--- src/rtl/div_24x12_seq_if.sv ---
// div_24x12_seq_if: valid/ready request and response bundle for the sequential divider
interface div_24x12_seq_if #(parameter int WIDTH = 12);
    logic                 in_valid;
    logic                 in_ready;
    logic [2*WIDTH-1:0]   dividend;
    logic [WIDTH-1:0]     divisor;
    logic                 out_valid;
    logic                 out_ready;
    logic [WIDTH-1:0]     quotient;
    logic [WIDTH-1:0]     remainder;
    logic                 div_by_zero;
    logic                 overflow;

    modport master (
        output in_valid, dividend, divisor, out_ready,
        input  in_ready, out_valid, quotient, remainder, div_by_zero, overflow
    );

    modport slave (
        input  in_valid, dividend, divisor, out_ready,
        output in_ready, out_valid, quotient, remainder, div_by_zero, overflow
    );
endinterface

--- src/rtl/div_24x12_seq.sv ---
// div_24x12_seq: radix-2 restoring divider, 2*WIDTH-bit dividend by WIDTH-bit divisor
module div_24x12_seq #(
    parameter int WIDTH = 12
) (
    input logic             clk,
    input logic             rst_n,
    div_24x12_seq_if.slave  bus
);
    localparam int CW = $clog2(WIDTH + 1);

    typedef enum logic [1:0] {IDLE, RUN, DONE} state_t;

    state_t           state, state_next;
    logic [WIDTH-1:0] rem_r;
    logic [WIDTH-1:0] q_r;
    logic [WIDTH-1:0] dvs_r;
    logic [CW-1:0]    cnt;
    logic             dbz_r, ovf_r;
    logic             accept, first, last, zero, ovf_cond, ge;
    logic [WIDTH:0]   t;

    assign accept   = state == IDLE && bus.in_valid;
    assign first    = cnt == '0;
    assign last     = cnt == CW'(WIDTH);
    assign zero     = dvs_r == '0;
    assign ovf_cond = rem_r >= dvs_r;
    assign t        = {rem_r, q_r[WIDTH-1]};
    assign ge       = t >= {1'b0, dvs_r};

    assign bus.quotient    = q_r;
    assign bus.remainder   = rem_r;
    assign bus.div_by_zero = dbz_r;
    assign bus.overflow    = ovf_r;

    // state register; reset aborts any operation in flight
    always_ff @(posedge clk) begin
        if (!rst_n)
            state <= IDLE;
        else
            state <= state_next;
    end

    // next state and handshake outputs; the first RUN cycle classifies the operands
    always_comb begin
        state_next    = state;
        bus.in_ready  = state == IDLE;
        bus.out_valid = state == DONE;
        unique case (state)
            IDLE:    state_next = bus.in_valid ? RUN : IDLE;
            RUN:     state_next = (first && (zero || ovf_cond)) || last ? DONE : RUN;
            DONE:    state_next = bus.out_ready ? IDLE : DONE;
            default: state_next = IDLE;
        endcase
    end

    // datapath: q_r shifts dividend bits out at the top and quotient bits in at the bottom
    always_ff @(posedge clk) begin
        if (!rst_n) begin
            rem_r <= '0;
            q_r   <= '0;
            dvs_r <= '0;
            cnt   <= '0;
            dbz_r <= 1'b0;
            ovf_r <= 1'b0;
        end else if (accept) begin
            rem_r <= bus.dividend[2*WIDTH-1:WIDTH];
            q_r   <= bus.dividend[WIDTH-1:0];
            dvs_r <= bus.divisor;
            cnt   <= '0;
            dbz_r <= 1'b0;
            ovf_r <= 1'b0;
        end else if (state == RUN) begin
            cnt <= cnt + 1'b1;
            if (first) begin
                if (zero) begin
                    dbz_r <= 1'b1;
                    q_r   <= '1;
                    rem_r <= q_r;
                end else if (ovf_cond) begin
                    ovf_r <= 1'b1;
                    q_r   <= '1;
                    rem_r <= '0;
                end
            end else begin
                q_r   <= {q_r[WIDTH-2:0], ge};
                rem_r <= WIDTH'(ge ? t - {1'b0, dvs_r} : t);
            end
        end
    end
endmodule

--- src/flat_wrapper.sv ---
// flat-port wrapper written by rule: the top's interface ports become plain ports
module div_24x12_seq_flat 
#(
    parameter int WIDTH = 12
)
  (clk, rst_n, bus_in_valid, bus_dividend, bus_divisor, bus_out_ready, bus_in_ready, bus_out_valid, bus_quotient, bus_remainder, bus_div_by_zero, bus_overflow);
  div_24x12_seq_if #(.WIDTH(WIDTH)) bus_i ();
  input logic clk;
  input logic rst_n;
  input wire logic [$bits(bus_i.in_valid)-1:0] bus_in_valid;
  input wire logic [$bits(bus_i.dividend)-1:0] bus_dividend;
  input wire logic [$bits(bus_i.divisor)-1:0] bus_divisor;
  input wire logic [$bits(bus_i.out_ready)-1:0] bus_out_ready;
  output wire logic [$bits(bus_i.in_ready)-1:0] bus_in_ready;
  output wire logic [$bits(bus_i.out_valid)-1:0] bus_out_valid;
  output wire logic [$bits(bus_i.quotient)-1:0] bus_quotient;
  output wire logic [$bits(bus_i.remainder)-1:0] bus_remainder;
  output wire logic [$bits(bus_i.div_by_zero)-1:0] bus_div_by_zero;
  output wire logic [$bits(bus_i.overflow)-1:0] bus_overflow;
  assign bus_i.in_valid = bus_in_valid;
  assign bus_i.dividend = bus_dividend;
  assign bus_i.divisor = bus_divisor;
  assign bus_i.out_ready = bus_out_ready;
  assign bus_in_ready = bus_i.in_ready;
  assign bus_out_valid = bus_i.out_valid;
  assign bus_quotient = bus_i.quotient;
  assign bus_remainder = bus_i.remainder;
  assign bus_div_by_zero = bus_i.div_by_zero;
  assign bus_overflow = bus_i.overflow;
  div_24x12_seq #(.WIDTH(WIDTH)) u_core (.clk(clk), .rst_n(rst_n), .bus(bus_i));
endmodule
--- config.mk ---
export PLATFORM = sky130hd
export DESIGN_NAME = div_24x12_seq_flat
export DESIGN_NICKNAME = d
export VERILOG_FILES = /design/src/rtl/div_24x12_seq_if.sv /design/src/rtl/div_24x12_seq.sv /design/src/flat_wrapper.sv
export SDC_FILE = /design/constraint.sdc
export NUM_CORES = 1
export LEC_CHECK = 0
export ABC_AREA = 1
export ABC_CLOCK_PERIOD_IN_PS = 3500
export CORE_ASPECT_RATIO = 0.75
export CORE_MARGIN = 8
export CORE_UTILIZATION = 50
export DETAILED_ROUTE_END_ITERATION = 12
export PLACE_DENSITY_LB_ADDON = 0.15
export SLEW_MARGIN = 20
export SYNTH_ARGS = -nofsm -noshare
export SYNTH_HDL_FRONTEND = slang
export SYNTH_SLANG_ARGS = --single-unit
--- constraint.sdc ---
create_clock -name clk -period 3.5 [get_ports clk]
set_input_delay 1.05 -clock clk [delete_from_list [all_inputs] [get_ports clk]]
set_output_delay 1.05 -clock clk [all_outputs]
set_load 0.01 [all_outputs]
==> metrics list <==
- Outcome: finished clean
- The detail route stage leaves a number of antenna-violating nets equal to 0.
* Cell count of the worst reg-to-reg path: 13
- Summed over its instances, the top area cell type makes up 25.0% of the synthesized netlist area.
- Setup slack on the critical path of the routed design comes to 1010 ps.
* Setup slack at placement: 894 ps
- The tool flagged a number of max-cap violations equal to 0.
- Largest buffer count on any clock path: 2
- Compared with the post-synthesis result, the final layout area differs by 23.3%.
* Aggregate global-route resource usage: 19.9%
- Clock buffers created by TritonCTS: 5
- Cell area after placement: 4230 sq um
* Reg2Reg Capture Point: u_core.bus.quotient[11]
- Post-CTS repair changed the size of 0 cells.
- Input and output buffers added on the ports amount to 67.
- The synthesized design contains 44 register bits.
- Most instantiated library cell after synthesis: sky130_fd_sc_hd__nand2_1
* DRC viols: 0
* Global routing met3 resource utilization: 4.29%
- VDD sags by at most 419 uV.
* Cell count after synthesis: 539
- Most common library cells after synthesis: sky130_fd_sc_hd__nand2_1 (143), sky130_fd_sc_hd__inv_1 (65), sky130_fd_sc_hd__nor2_1 (57), sky130_fd_sc_hd__dfxtp_1 (44), sky130_fd_sc_hd__a21oi_1 (30)
* Initial antenna violation count: 0
- Initial DRT Pass Iterations: 7
- Counting flops with a built-in enable in the synthesized netlist gives 0.
* Min Clock Period, post-route: 2490 ps
- At the end of routability-driven placement, the weighted congestion stood at 0.882.
* HPWL Detailed: 7.75 mm
- For this design, the CTS-stage hold fixing added 0 buffers.
- Clk Tree Root Cell: sky130_fd_sc_hd__clkbuf_8
- Clock-pin slew reported for the worst setup and hold paths after clock tree synthesis: 90 ps
- Relative max-transition margin: 70.4%
- Critical R2R Launch: u_core.bus.remainder[7]
* Ranking of synthesized cells by area: sky130_fd_sc_hd__dfxtp_1 (25%), sky130_fd_sc_hd__nand2_1 (15%), sky130_fd_sc_hd__ha_1 (9.2%)
- Die span in x: 113 um
- From bottom edge to top edge, the die measures 88.8 um.
- Routed wire per std cell: 14.5 um
* Finished Core Util: 63.7%
- In the global route stage, met2 resource usage came out at 31.1%.
- The initial utilization of the core area, before any placement, comes to 51.6%.
- WP data required: 2450 ps
* Yosys cell types: 41
- In this run, the number of DRC markers left after iteration 0 of detailed routing was 232.
* Post-synth top area cell: sky130_fd_sc_hd__dfxtp_1
- Count of yosys warnings during synthesis: 0
* Timing endpoint of the critical path: bus_out_valid
- Cell area after synthesis: 3530 sq um
* Met1 Track Usage GR: 27.8%
- Timing would allow up to 0.401 GHz.
* Fillers: 665
- At the end of the flow, the number of nets in the layout was 668.
* Total Die Area: 10,000 sq um
* Worst setup startpoint: u_core.state[1]
- Setup repair after global routing left no endpoint under its margin.
* Routed via count: 3,587
- Sequential element share of the synthesized area: 25.0%
- The largest individual stage delay along the critical path comes from the cell sky130_fd_sc_hd__clkdlybuf4s50_1.
- H-tree levels: 2
- Cells with a size suffix above 1 make up 12.6% of the layout.
- Number of ports placed on the die boundary: 68
- Critical Path Fanout Max: 3
* Setup TNS Final: 0 ps
- The routed design has 9.95 mm of wire.
- Most frequently used flop master after synthesis: sky130_fd_sc_hd__dfxtp_1
- The multi-input combinational cells in the finished layout cover a total of 2260 sq um.
* Pin slew with the least headroom to its limit: 443 ps
- Average via count per standard cell: 5.23
* Final max-slew violation count: 0
- In this run the most used layer during global routing was met2.
- The final count of hold timing violations was 0.
* Number of core rows: 26
- Share of synthesized registers carrying an async set or reset: 0%
- GRT overflow: 0
- Crit. End Element: primary output
- The worst register-to-register path has a setup slack of 1310 ps.
- The signal on the critical path passes through inv_1 > nor2_1 > clkdlybuf4s50_1.
- Once layout is done, the placed cells without fillers occupy 4350 sq um.
* Count of cells along the worst hold path: 2
- Post-Synthesis Net Count: 606
- Number of cells in the design after placement: 678
* Worst-case clock skew: 12.2 ps
- Endpoints failing setup: 0
* Critical path class: flop to primary output
- WP data arrival: 1440 ps
* Clock insertion delay at the later pin of the skew report: 300 ps
* Leak Pwr: 2.05 nW
- Crit path largest cell delay: 550 ps
- Wire length of the first global-routing pass: 16.4 mm
- Largest net degree at the start of global routing: 32
- Pwr/cell area: 833 nW/um^2
* Via count of the first global-routing pass: 3,367
- The total area inside the core boundary comes to 6830 sq um.
* Non-Filler Instances: 686
- STA classifies the critical path startpoint as a flop.
- Number of clock sinks: 44
- Once the clock tree was built, the setup fixing pass inserted 0 buffers.
* Mean instance size in the synthesized netlist: 6.55 sq um
- Ratio of final minimum period to clock period: 71.2%
* Hold WC Path Type: flop to flop
- TritonCTS built the clock tree.
- 0 antenna diodes ended up in the layout.
- In the final layout, flip-flops and latches occupy 881 sq um.
[placed cells by master (no fill, tap or decap), drive strengths merged]
master	instances
nand2	158
inv	75
nor2	73
clkdlybuf4s50	67
dfxtp	44
a21oi	38
nand3	32
ha	26
o21ai	26
nand4	13
o22a	10
or2	9
clkbuf	6
nor3	6
xor2	3
buf	3
and2	2
clkinv	2
a21o	1
a31oi	1
o211ai	1
o21bai	1
a21boi	1
nand3b	1
xnor2	1
fa	1
bufinv	1
[worst min-delay path by stage]
stage / from / end / slack, ps
floorplan: u_core.dvs_r[6] / u_core.dvs_r[6] / 460
global placement: u_core.bus.overflow / u_core.bus.overflow / 440
detailed placement: u_core.bus.div_by_zero / u_core.bus.div_by_zero / 440
CTS: u_core.bus.div_by_zero / u_core.bus.div_by_zero / 460
global route: u_core.bus.overflow / u_core.bus.overflow / 490
finish: u_core.bus.div_by_zero / u_core.bus.div_by_zero / 460
[flip-flops by register name, summed over array words and instances, names as in the netlist]
name	count
u_core.dvs_r	12
u_core.bus.remainder	12
u_core.bus.quotient	12
u_core.state	2
u_core.bus.overflow	1
u_core.bus.div_by_zero	1
u_core.cnt	4
[per-layer routing]
layer / share of wire [%] / routed length [um] / vias up
met1: 48 / 4730 / 1598
met3: 8.3 / 827 / 4
met2: 44 / 4340 / 138
met5: 0 / 0 / -
li1: - / - / 1847
met4: 0.48 / 48 / 0
[worst max-delay path: cells and delay by family (launching register included)]
family,cells,cell delay [ps]
buffers and inverters,2,610
flip-flops,1,420
AND/OR/NAND/NOR,1,110
[where the power goes]
part	internal, mW	switching [mW]
Sequential	0.645	0.178
Clock	0.234	0.190
Combinational	0.900	1.48
Total	1.78	1.85
[final cells by class]
class	instances	area share [%]
clock buffer	6	1.90
clock inverter	2	0.892
inverter	76	6.76
multi-input combinational	404	51.9
sequential	44	20.2
tap	84	2.42
timing repair buffer	70	15.9
[metrics by stage]
step | hold slack [ps] | total power [mW]
finish | 458 | 3.63
global route | 493 | 3.96
CTS | 457 | 3.61
detailed placement | 443 | 3.18
global placement | 440 | 3.15
floorplan | 459 | 2.57
[logic make-up after synthesis]
group	after synthesis	share of synthesized area, %
buffers and inverters	91	11.1
and+or+nand+nor	294	39.7
xor gates and xnor gates	4	0.993
DFF	44	25.0
AOI/OAI and AO/OA	79	13.4
adders and majority gates	27	9.79
Note: power is estimated with default switching activity, not from simulation.
